$ cat src/rtl/fetch_stage.sv
// fetch_stage: instruction-fetch stage sitting between the program counter
// and the IF/ID pipeline register. It issues req/ack transactions to
// instruction memory, captures returned instructions, tells the PC when to
// hold, and recovers cleanly from branch flushes that hit an in-flight request.
module fetch_stage #(
  parameter int WORDSIZE = 64,
  parameter int INSTSIZE = 32
) (
  input  logic                clk,
  input  logic                rst,
  input  logic [WORDSIZE-1:0] i_pc,
  input  logic                i_branch,
  input  logic                i_id_stall,
  output logic                o_fetch_stall,
  output logic                o_imem_req,
  output logic [WORDSIZE-1:0] o_imem_addr,
  input  logic                i_imem_ack,
  input  logic [INSTSIZE-1:0] i_imem_rdata,
  output logic                o_ifid_valid,
  output logic [WORDSIZE-1:0] o_ifid_pc,
  output logic [INSTSIZE-1:0] o_ifid_instr
);

  typedef enum logic [1:0] {
    S_IDLE  = 2'd0,
    S_REQ   = 2'd1,
    S_DRAIN = 2'd2,
    S_HOLD  = 2'd3
  } state_t;

  state_t              r_state;
  logic [WORDSIZE-1:0] r_addr_q;     // address of the request currently on the bus
  logic [WORDSIZE-1:0] r_buf_pc;     // instruction parked while decode is stalled
  logic [INSTSIZE-1:0] r_buf_instr;
  logic                r_ifid_valid;
  logic [WORDSIZE-1:0] r_ifid_pc;
  logic [INSTSIZE-1:0] r_ifid_instr;

  logic                w_take;       // a live (non-flushed) request completes this cycle
  logic                w_hold_release;

  // Request / address / PC-hold decode from the registered state.
  always_comb begin
    w_take         = (r_state == S_REQ) && i_imem_ack;
    w_hold_release = (r_state == S_HOLD) && !i_id_stall;
    o_imem_req     = (r_state == S_REQ) || (r_state == S_DRAIN);
    // A draining request must keep the abandoned address on the bus even
    // though the PC has already moved to the branch target.
    o_imem_addr    = (r_state == S_DRAIN) ? r_addr_q : i_pc;
    o_fetch_stall  = !(i_branch || (w_take && !i_id_stall) || w_hold_release);
  end

  assign o_ifid_valid = r_ifid_valid;
  assign o_ifid_pc    = r_ifid_pc;
  assign o_ifid_instr = r_ifid_instr;

  // Fetch FSM plus IF/ID register and hold buffer; branch always wins.
  always_ff @(posedge clk or posedge rst) begin
    if (rst) begin
      r_state      <= S_IDLE;
      r_addr_q     <= '0;
      r_buf_pc     <= '0;
      r_buf_instr  <= '0;
      r_ifid_valid <= 1'b0;
      r_ifid_pc    <= '0;
      r_ifid_instr <= '0;
    end else begin
      case (r_state)
        S_IDLE: begin
          r_state <= S_REQ;
          if (i_branch) r_ifid_valid <= 1'b0;
        end
        S_REQ: begin
          r_addr_q <= i_pc;
          if (i_branch) begin
            r_ifid_valid <= 1'b0;
            // An unanswered request cannot be withdrawn, so wait it out.
            r_state      <= i_imem_ack ? S_REQ : S_DRAIN;
          end else if (i_imem_ack) begin
            if (!i_id_stall) begin
              r_ifid_valid <= 1'b1;
              r_ifid_pc    <= i_pc;
              r_ifid_instr <= i_imem_rdata;
            end else begin
              r_buf_pc    <= i_pc;
              r_buf_instr <= i_imem_rdata;
              r_state     <= S_HOLD;
            end
          end else if (!i_id_stall) begin
            r_ifid_valid <= 1'b0;
          end
        end
        S_DRAIN: begin
          if (i_imem_ack) r_state <= S_REQ;
          if (i_branch || !i_id_stall) r_ifid_valid <= 1'b0;
        end
        S_HOLD: begin
          if (i_branch) begin
            r_ifid_valid <= 1'b0;
            r_state      <= S_REQ;
          end else if (!i_id_stall) begin
            r_ifid_valid <= 1'b1;
            r_ifid_pc    <= r_buf_pc;
            r_ifid_instr <= r_buf_instr;
            r_state      <= S_REQ;
          end
        end
        default: r_state <= S_IDLE;
      endcase
    end
  end

endmodule

$ cat config.mk
export PLATFORM = sky130hd
export DESIGN_NAME = fetch_stage
export DESIGN_NICKNAME = d
export VERILOG_FILES = /design/src/rtl/fetch_stage.sv
export SDC_FILE = /design/constraint.sdc
export NUM_CORES = 1
export LEC_CHECK = 0
export CAP_MARGIN = 0
export CORE_MARGIN = 4
export CORE_UTILIZATION = 50
export DETAILED_ROUTE_END_ITERATION = 8
export PLACE_DENSITY = 0.87
export SLEW_MARGIN = 10
export SYNTH_ARGS = -nofsm -noshare
export SYNTH_HDL_FRONTEND = slang
export SYNTH_SLANG_ARGS = --single-unit
$ cat constraint.sdc
create_clock -name clk -period 9.3 [get_ports clk]
set_input_delay 1.395 -clock clk [delete_from_list [all_inputs] [get_ports clk]]
set_output_delay 1.395 -clock clk [all_outputs]
set_load 0.01 [all_outputs]
==> flow_summary.yaml <==
synthesis:
  syn_inst: 753
  syn_area_sq_mm: 0.0118
  synth_cell_types: 24
  yosys.area.top_type: "dfrtp_1"
  syn_avg_cell_area_sq_um: 15.6
  ys_warn_count: 0
  ys_seq_area_share_pct: 55.1
  ys_seq_elements: 259
  synth_top_area_share_pct: 55.1
  postSynthNetCount: 858
  synth_area_leaders: "dfrtp_1 55%, mux2_2 36%, mux2_4 5.1%"
routing:
  vias: 7080
  wl_mm: 26.4
  drc: 0
  drtPass1Iterations: 4
  routed_via_density: 5.31
  ant_nets: 0
  drt_iter0_drc: 323
  wire_per_inst_microns: 19.8
worst_setup_path:
  crit_chain: "inv_1, ha_4, mux2_2, clkdlybuf4s50_1"
  slowest_delay_ns: 0.82
  endpoint: "o_imem_addr[19]"
  cp.depth: 4
  end_kind: "primary output"
  required_ns: 7.91
  timing.rr.start: "r_state[1]"
  crit_slowest_cell: "ha_4"
  start_kind: "register"
  crit_arrival_ns: 2.98
  r2r_end: "o_ifid_instr[12]"
  critPathMaxFanout: 67
  rrSetupSlack_ns: 5.45
  path_class: "register to primary output"
  cp-startpoint: "r_state[0]"
  rr_worst_depth: 6
  crit_buf_inv: 2
  crit_family: "adder cells"
layout:
  drive_above_1_share_pct: 46.0
  final_area_sq_mm: 0.0155
  n_antenna_cell: 0
  utilization_pct: 67.6
  synthToLayoutAreaGrowth_pct: 31.7
  nets: 1107
cts:
  cts_root_buf: "clkbuf_16"
  cts_setup_buffers: 0
  clockBufferDepth: 3
  cts_tree: "done"
  htreeDepth: 1
  cts_resized: 0
  clk_latency_ns: 0.52
  numCtsBuffers: 27
  cts.clk_slew.worst_paths_ns: 0.06
  cts_hold_buf: 0
  cts_sinks: 259
die:
  die_x_microns: 161
  initial_core_util_pct: 51.3
  num_rows: 55
  dieArea_sq_mm: 0.0260
  core_area_sq_mm: 0.0229
  ios: 264
  die_height_microns: 161
timing:
  setup_slack_ns: 4.92
  fin_crit_sh_pct: 47.0
  hold_viol_final: 0
  setup_violations: 0
  finalCriticalPeriod_ns: 4.38
  fin_skew_ns: 0.00641
  rsz0062_at_grt: "no"
  tightest_slew_ns: 1.07
  fmax_mhz: 229
  slew_headroom_pct: 28.7
  tns_ns: 0
  maxSlewViolCount: 0
global_routing:
  first_global_vias: 7880
  grt_max_degree: 115
  grtUsageTotal_pct: 20.3
  grt_pass1_wl_mm: 43.1
  grt-ovfl-total: 0
  antenna_found_initial: 0
pwr:
  leakage_nw: 6.53
  pwr_density_cell_mw_per_mm2: 306
  ir_worst_vdd_uv: 194
  power_mw: 4.74
job:
  cap_violations: 0
place:
  dpl_worst_slack_ns: 5.09
  io_buffer_count: 263
  hpwl_mm: 17.0
  dpl_cell_area_sq_mm: 0.0146
  gp_congestion: 0.741
run_status:
  status: "finished, final reports clean"
hold_path:
  worstHoldPathType: "register to register"
## stage by stage
step | hold WS, ns | instances
final | 0.500 | 1333
after detailed placement | 0.487 | 1286
after global routing | 0.511 | 1333
after floorplan | 0.474 | 753
after CTS | 0.501 | 1333
after global placement | 0.480 | 1286
## layer usage
| metal | GRT usage, % | vias up | routed length, microns |
|---|---|---|---|
| met4 | 4.58 | 0 | 668 |
| met2 | 33.7 | 183 | 12800 |
| met5 | 0 | - | 0 |
| li1 | - | 3209 | - |
| met3 | 6.18 | 47 | 1930 |
| met1 | 26.4 | 3641 | 11000 |
## report_power, final
group | switching (mW) | total [mW] | leakage [nW] | internal [mW]
Sequential | 0.270 | 1.93 | 3.07 | 1.66
Clock | 0.421 | 1.03 | 0.422 | 0.606
Combinational | 0.652 | 1.79 | 3.04 | 1.13
## final cells by class
type	count	area (sq um)
Timing Repair Buffer	269	2680
Inverter	3	18.8
Fill cell	1627	7430
Multi-Input combinational cell	442	5070
Sequential cell	259	6480
Clock inverter	7	60.1
Tap cell	313	392
Clock buffer	40	785
## Yosys cell counts
master    number
mux2_4        40
mux2i_1        1
nand2_1        1
a21bo_2        2
buf_6          5
nand4b_1       1
nand3_1        1
buf_1          7
mux2_2       376
clkbuf_1      24
inv_1          3
dfrtp_1      259
ha_1           4
nor3b_1        1
a211oi_1       2
nor2_1         4
nor4bb_1       1
a21oi_1        3
nand2b_1       1
or3_1          1
buf_2         12
a22oi_1        1
buf_4          1
o21ai_0        2
## flip-flops by register name (all words and copies together) (netlist names)
| signal | cells |
|---|---|
| o_ifid_pc | 64 |
| r_addr_q | 64 |
| r_buf_pc | 64 |
| o_ifid_instr | 32 |
| r_buf_instr | 32 |
| r_state | 2 |
| o_ifid_valid | 1 |
## cells in the final DEF, fill, tap and decap left out, drive strengths merged
cell type      instances
buf                    6
nand2                  1
ha                     4
dfrtp                259
clkdlybuf4s50        263
inv                    3
bufinv                 1
nand3                  1
clkbuf                40
nand2b                 1
nor3b                  1
a21bo                  2
clkinv                 6
mux2                 416
nor4bb                 1
nor2                   4
a22oi                  1
a211oi                 2
a21oi                  3
mux2i                  1
nand4b                 1
o21ai                  2
or3                    1
## cells by family after synthesis
kind of cell             synth area share [%]
AO/OA/AOI/OAI                           0.575
adder cells (fa/ha/maj)                 0.426
buffers and inverters                    2.14
flip-flops                               55.1
multiplexers                             41.2
AND/OR/NAND/NOR                         0.532
## how the worst min path moves through the flow
stage	start	end	slack (ns)	cells after the start
2_1_floorplan	r_buf_instr[31]	r_buf_instr[31]	0.47	1
3_3_place_gp	r_buf_instr[6]	r_buf_instr[6]	0.48	1
3_5_place_dp	r_buf_instr[27]	r_buf_instr[27]	0.49	1
4_1_cts	r_buf_pc[35]	r_buf_pc[35]	0.50	1
5_1_grt	r_addr_q[27]	r_addr_q[27]	0.51	1
6_report	r_buf_pc[48]	r_buf_pc[48]	0.50	1
Power figures use the tool's default switching activity.
